--- config.mk ---
export PLATFORM = sky130hd
export DESIGN_NAME = spi_slave_byte_if_flat
export DESIGN_NICKNAME = d
export VERILOG_FILES = /design/src/rtl/spi_slave_byte_if_if.sv /design/src/rtl/spi_slave_byte_if.sv /design/src/flat_wrapper.sv
export SDC_FILE = /design/constraint.sdc
export NUM_CORES = 1
export LEC_CHECK = 0
export BUFFER_PORTS_ARGS = -buffer_cell sky130_fd_sc_hd__buf_2
export CORE_MARGIN = 5
export CORE_UTILIZATION = 35
export DETAILED_ROUTE_END_ITERATION = 6
export PLACE_DENSITY_LB_ADDON = 0.25
export SYNTH_ARGS = -nofsm -noshare
export SYNTH_HDL_FRONTEND = slang
export SYNTH_SLANG_ARGS = --single-unit
--- constraint.sdc ---
create_clock -name clk -period 2.71 [get_ports clk]
set_clock_uncertainty 0.15 [all_clocks]
set_input_delay 0.6775 -clock clk [delete_from_list [all_inputs] [get_ports clk]]
set_output_delay 0.6775 -clock clk [all_outputs]
set_load 0.005 [all_outputs]
--- src/rtl/spi_slave_byte_if_if.sv ---
// Byte handshake between the SPI slave PHY and the SPI command controller.
interface spi_slave_byte_if_if;
    logic [7:0] rx_data;
    logic       rx_valid;
    logic [7:0] tx_data;
    logic       tx_ready;
    logic       tx_done;

    modport master (
        input  rx_data, rx_valid, tx_done,
        output tx_data, tx_ready
    );

    modport slave (
        output rx_data, rx_valid, tx_done,
        input  tx_data, tx_ready
    );
endinterface

--- src/rtl/spi_slave_byte_if.sv ---
// SPI mode 0 byte-level slave PHY: oversampled pins, MSB-first deserialiser
// and serialiser, byte handshake toward the command controller.
module spi_slave_byte_if #(
    parameter int         SYNC_STAGES = 2,
    parameter logic [7:0] FILL_BYTE   = 8'h00
) (
    input  logic                clk,
    input  logic                rst,
    input  logic                sclk,
    input  logic                mosi,
    input  logic                cs_n,
    output logic                miso,
    output logic                miso_oe,
    output logic                cs_active,
    spi_slave_byte_if_if.slave  bus
);

    typedef enum logic {IDLE, ACTIVE} state_t;

    state_t                 state, state_next;
    logic [SYNC_STAGES-1:0] sclk_sync, mosi_sync, cs_sync, flush;
    logic                   sclk_hist, cs_hist, seen_high;
    logic                   sclk_s, mosi_s, cs_s;
    logic                   sclk_rise, sclk_fall, cs_fall, cs_rise;
    logic                   slot_start, abort, shift_rx, shift_tx;
    logic [2:0]             bit_cnt;
    logic [7:0]             rx_shift, tx_shift;
    logic                   loaded;
    logic                   byte_end_p1, done_p1;

    // Stage p0: pin synchronisers and edge history
    always_ff @(posedge clk) begin
        if (rst) begin
            sclk_sync <= '0;
            mosi_sync <= '0;
            cs_sync   <= '1;
            sclk_hist <= 1'b0;
            cs_hist   <= 1'b1;
            flush     <= '0;
            seen_high <= 1'b0;
        end else begin
            sclk_sync <= {sclk_sync[SYNC_STAGES-2:0], sclk};
            mosi_sync <= {mosi_sync[SYNC_STAGES-2:0], mosi};
            cs_sync   <= {cs_sync[SYNC_STAGES-2:0], cs_n};
            sclk_hist <= sclk_sync[SYNC_STAGES-1];
            cs_hist   <= cs_sync[SYNC_STAGES-1];
            flush     <= {flush[SYNC_STAGES-2:0], 1'b1};
            // A frame may only start after cs_n has been genuinely seen high,
            // so cs_n held low across reset release never opens a frame.
            if (flush[SYNC_STAGES-1] && cs_sync[SYNC_STAGES-1])
                seen_high <= 1'b1;
        end
    end

    assign sclk_s    = sclk_sync[SYNC_STAGES-1];
    assign mosi_s    = mosi_sync[SYNC_STAGES-1];
    assign cs_s      = cs_sync[SYNC_STAGES-1];
    assign sclk_rise = sclk_s & ~sclk_hist;
    assign sclk_fall = ~sclk_s & sclk_hist;
    assign cs_fall   = ~cs_s & cs_hist & seen_high;
    assign cs_rise   = cs_s & ~cs_hist;

    always_ff @(posedge clk) begin
        if (rst) state <= IDLE;
        else     state <= state_next;
    end

    // cs rise takes priority over any coincident sclk edge
    always_comb begin
        state_next = state;
        slot_start = 1'b0;
        abort      = 1'b0;
        shift_rx   = 1'b0;
        shift_tx   = 1'b0;
        case (state)
            IDLE: begin
                if (cs_fall) begin
                    state_next = ACTIVE;
                    slot_start = 1'b1;
                end
            end
            ACTIVE: begin
                if (cs_rise) begin
                    state_next = IDLE;
                    abort      = 1'b1;
                end else if (sclk_rise) begin
                    shift_rx = 1'b1;
                end else if (sclk_fall) begin
                    if (bit_cnt == 3'd0) slot_start = 1'b1;
                    else                 shift_tx   = 1'b1;
                end
            end
            default: state_next = IDLE;
        endcase
    end

    // Stage p1: shift registers and byte-end flags
    always_ff @(posedge clk) begin
        if (rst) begin
            bit_cnt     <= 3'd0;
            rx_shift    <= 8'h00;
            tx_shift    <= 8'h00;
            loaded      <= 1'b0;
            byte_end_p1 <= 1'b0;
            done_p1     <= 1'b0;
        end else begin
            byte_end_p1 <= 1'b0;
            done_p1     <= 1'b0;
            if (slot_start) begin
                bit_cnt  <= 3'd0;
                tx_shift <= bus.tx_ready ? bus.tx_data : FILL_BYTE;
                loaded   <= bus.tx_ready;
            end else if (abort) begin
                bit_cnt  <= 3'd0;
                tx_shift <= 8'h00;
                loaded   <= 1'b0;
            end else if (shift_rx) begin
                rx_shift <= {rx_shift[6:0], mosi_s};
                bit_cnt  <= bit_cnt + 3'd1;
                if (bit_cnt == 3'd7) begin
                    byte_end_p1 <= 1'b1;
                    done_p1     <= loaded;
                end
            end else if (shift_tx) begin
                tx_shift <= tx_shift << 1;
            end
        end
    end

    // Stage p2: byte handshake outputs
    always_ff @(posedge clk) begin
        if (rst) begin
            bus.rx_data  <= 8'h00;
            bus.rx_valid <= 1'b0;
            bus.tx_done  <= 1'b0;
        end else begin
            bus.rx_valid <= byte_end_p1;
            bus.tx_done  <= done_p1;
            if (byte_end_p1) bus.rx_data <= rx_shift;
        end
    end

    assign cs_active = (state == ACTIVE);
    assign miso_oe   = cs_active;
    assign miso      = cs_active & tx_shift[7];

endmodule

--- src/flat_wrapper.sv ---
// flat-port wrapper written by rule: the top's interface ports become plain ports
module spi_slave_byte_if_flat 
#(
    parameter int         SYNC_STAGES = 2,
    parameter logic [7:0] FILL_BYTE   = 8'h00
)
  (clk, rst, sclk, mosi, cs_n, miso, miso_oe, cs_active, bus_rx_data, bus_rx_valid, bus_tx_done, bus_tx_data, bus_tx_ready);
  spi_slave_byte_if_if bus_i ();
  input  logic clk;
  input  logic rst;
  input  logic sclk;
  input  logic mosi;
  input  logic cs_n;
  output logic miso;
  output logic miso_oe;
  output logic cs_active;
  output wire logic [$bits(bus_i.rx_data)-1:0] bus_rx_data;
  output wire logic [$bits(bus_i.rx_valid)-1:0] bus_rx_valid;
  output wire logic [$bits(bus_i.tx_done)-1:0] bus_tx_done;
  input wire logic [$bits(bus_i.tx_data)-1:0] bus_tx_data;
  input wire logic [$bits(bus_i.tx_ready)-1:0] bus_tx_ready;
  assign bus_rx_data = bus_i.rx_data;
  assign bus_rx_valid = bus_i.rx_valid;
  assign bus_tx_done = bus_i.tx_done;
  assign bus_i.tx_data = bus_tx_data;
  assign bus_i.tx_ready = bus_tx_ready;
  spi_slave_byte_if #(.SYNC_STAGES(SYNC_STAGES), .FILL_BYTE(FILL_BYTE)) u_core (.clk(clk), .rst(rst), .sclk(sclk), .mosi(mosi), .cs_n(cs_n), .miso(miso), .miso_oe(miso_oe), .cs_active(cs_active), .bus(bus_i));
endmodule
==> summary.md <==
| Metric | Value |
|---|---|
| DRT Pass-1 Iters | `4` |
| Max-Cap Viols | `0` |
| Pre-CTS WS | `0.7113 ns` |
| Clock slew seen by the registers of the worst setup and hold paths | `0.08 ns` |
| Antenna cells | `0` |
| Period utilisation layout | `72.50%` |
| Crit-path max FO | `8` |
| Hold Vio Cnt, Final | `0` |
| Gr usage total | `10.07%` |
| CP startpoint kind | `register` |
| Worst slew margin | `51.92%` |
| Drc violations | `0` |
| Seq/Total Area, Yosys | `50.65%` |
| DR vias | `1182` |
| Bufs on Longest Clock Path | `2` |
| Crit path time final | `1.965 ns` |
| Final setup viols | `0` |
| Initial antenna violation count | `0` |
| CTS tree | `done` |
| CTS Root Buffer Type | `clkbuf_8` |
| First-pass GRT wire length | `5030 um` |
| Fin area | `1987 um^2` |
| Hold Path Cell Cnt | `1` |
| Hold Path End | `u_core.cs_sync[1]$_SDFF_PP1_` |
| Critical path class | `reg -> reg` |
| Initial core utilization | `36.34%` |
| Fillers | `486` |
| Core area | `4786 um^2` |
| HP Class | `reg -> reg` |
| Number of global-route vias before repair | `1167` |
| Status | `completed` |
| FMAX | `509.0 MHz` |
| Area of the multi-input gates | `745.7 um^2` |
| Synthesized Nets | `183` |
| Reg area | `880.8 um^2` |
| GPL Wtd Cong | `0.6978` |
| Worst-Margin Slew | `0.7212 ns` |
| YS warnings | `0` |
| Synthesis-stage register bit count | `44` |
| CTS Buf Count | `5` |
| Synth unique cells | `33` |
| Post-cts repair resize count | `0` |
| Dpl hpwl | `2142 um` |
| WHS | `0.2753 ns` |
| Die span in y | `80.49 um` |
| Worst r2r dst | `u_core.tx_shift[5]$_SDFFE_PP0P_` |
| Drt wl/cell | `11.89 um` |
| CP Data Required Time | `2.76 ns` |
| Worst r2r src | `u_core.bit_cnt[0]$_SDFFE_PP0N_` |
| DIE AREA | `6479 um^2` |
| Hold_sp | `u_core.cs_sync[0]$_SDFF_PP1_` |
| Final ANT Viol Nets | `0` |
| Most common cell after layout, fill and taps aside | `dfxtp_1` |
| Pin count of the biggest net entering global routing | `39` |
| Post-route setup TNS | `0 ns` |
| CP max stage delay | `0.45 ns` |
| Clk_lat worst skew | `0.29 ns` |
| Net count, final | `205` |
| Vias/cell | `4.617` |
| Crit. End Element | `register` |
| PD cells | `561.5 nW/um^2` |
| Final worst setup slack | `0.7452 ns` |
| Clock sink count | `44` |
| Num ports | `27` |
| GRT overflow | `0` |
| Mapped Cells | `166` |
| Post-CTS Setup Bufs | `0` |
| Final Max Tran Viols | `0` |
| Std-Cell Rows | `25` |
| Most frequent cells in the layout | `dfxtp_1 (44), buf_2 (26), nor2_1 (20)` |
| Post-Syn Area | `1739 um^2` |
| FF-to-FF path depth | `6` |
| Post-CTS Hold Fix Bufs | `0` |
| H-tree levels | `2` |
| Critical path cell sequence | `inv_1 -> ha_1 -> and4bb_1 -> a211oi_4 -> a22oi_1 -> a221oi_2` |
| Post-Route WL | `3043 um` |
| Placed inst area | `1893 um^2` |
| Area Overhead vs Synth | `14.24%` |
| Arrival @ worst endpoint | `2.01 ns` |
| Leakage | `0.8567 nW` |
| VDD IR max | `0.0004158 V` |
| Total Power | `1.116 mW` |
| Die width | `80.49 um` |
| Avg Inst Size Synth | `10.48 um^2` |
| Layout cells sized above 1 | `25.93%` |
| R2R Setup Slk | `0.75 ns` |
| Slowest cell on crit path | `a211oi_4` |
| I/O Buffers | `26` |
| RSZ-0062 raised after global routing | `false` |
| Starting DRC count in detailed routing | `72` |
==> cells by family (layout without fill, tap and decap cells) <==
group | after synthesis | in the layout | share of synthesized area [%]
buffers and inverters | 24 | 47 | 6.474
AO/OA/AOI/OAI | 21 | 21 | 12.73
XOR/XNOR | 1 | 1 | 0.5037
multiplexers | 18 | 18 | 10.36
adder cells (fa/ha/maj) | 3 | 3 | 2.159
flip-flops | 44 | 44 | 50.65
AND/OR/NAND/NOR | 55 | 55 | 17.12
==> through the flow <==
stage / std cells / utilization, %
final: 256 / 41.52
after global routing: 256 / 41.52
after CTS: 256 / 41.52
after detailed placement: 248 / 39.56
after global placement: 248 / 39.56
after floorplan: 166 / -
==> synth_stat cells <==
cell type	number	area (um^2)
or2_2	3	18.77
a21bo_2	1	10.01
dfxtp_1	44	880.8
nor4_2	1	12.51
and4bb_4	1	16.27
inv_1	12	45.04
o2bb2ai_1	1	8.760
xnor2_1	1	8.760
nor3_1	1	5.000
and2_4	1	8.760
and2_1	2	12.51
nand4b_1	1	8.760
or2_1	1	6.260
clkbuf_1	5	18.77
nor2_1	20	75.07
a221oi_2	7	105.1
ha_1	3	37.54
and4bb_1	1	12.51
a22oi_1	7	52.55
a32o_1	1	10.01
clkbuf_4	1	7.510
buf_6	1	11.26
nand3_1	1	5.000
nand2_1	10	37.54
nand3b_1	1	7.510
buf_4	2	15.01
buf_2	3	15.01
a21oi_1	3	15.01
nand2b_1	2	12.51
mux2i_1	18	180.2
nor2b_1	8	50.05
a211oi_4	1	20.02
and3b_1	1	8.760
==> sequential cells by signal, indices dropped and copies added, names as in the netlist, 2 cells and up <==
name	cells
u_core.bit_cnt	3
u_core.bus.rx_data	8
u_core.cs_sync	2
u_core.flush	2
u_core.mosi_sync	2
u_core.rx_shift	8
u_core.sclk_sync	2
u_core.tx_shift	8
==> metal layers <==
metal / wire, um / share of wire, % / vias up / global-route usage (%)
met1: 1396 / 46 / 553 / 10.62
met3: 144 / 4.7 / 4 / 3.587
li1: - / - / 599 / -
met4: 44 / 1.4 / 0 / 4.054
met5: 0 / 0 / - / 0
met2: 1457 / 48 / 26 / 18.05
==> where the power goes <==
part / switching [mW] / internal, mW / total (mW)
Sequential: 0.00587 / 0.656 / 0.662
Clock: 0.205 / 0.207 / 0.412
Combinational: 0.0224 / 0.0185 / 0.0409
Total: 0.234 / 0.882 / 1.12
==> worst max-delay path, delay by kind of cell (launching register included) <==
family / cells / cell delay [ns]
AO/OA/AOI/OAI: 3 / 0.89
adder cells (fa/ha/maj): 1 / 0.19
buffers and inverters: 1 / 0.07
flip-flops: 1 / 0.33
AND/OR/NAND/NOR: 1 / 0.24
==> area by class of cell <==
class	instances	share of cell area [%]
Sequential cell	44	44.33
Tap cell	67	4.219
Clock inverter	1	0.3778
Inverter	12	2.267
Multi-Input combinational cell	98	37.53
Clock buffer	7	4.345
Timing Repair Buffer	27	6.927
==> worst max path at each step <==
stage	start	end	cells after the start
3_3_place_gp	rst	u_core.loaded$_SDFFE_PP0P_	4
6_report	u_core.bit_cnt[0]$_SDFFE_PP0N_	u_core.tx_shift[5]$_SDFFE_PP0P_	6
4_1_cts	u_core.bit_cnt[0]$_SDFFE_PP0N_	u_core.tx_shift[5]$_SDFFE_PP0P_	6
2_1_floorplan	u_core.bit_cnt[0]$_SDFFE_PP0N_	u_core.tx_shift[1]$_SDFFE_PP0P_	6
5_1_grt	u_core.bit_cnt[0]$_SDFFE_PP0N_	u_core.done_p1$_SDFF_PP0_	6
3_5_place_dp	rst	u_core.loaded$_SDFFE_PP0P_	4
Power figures use the tool's default switching activity.
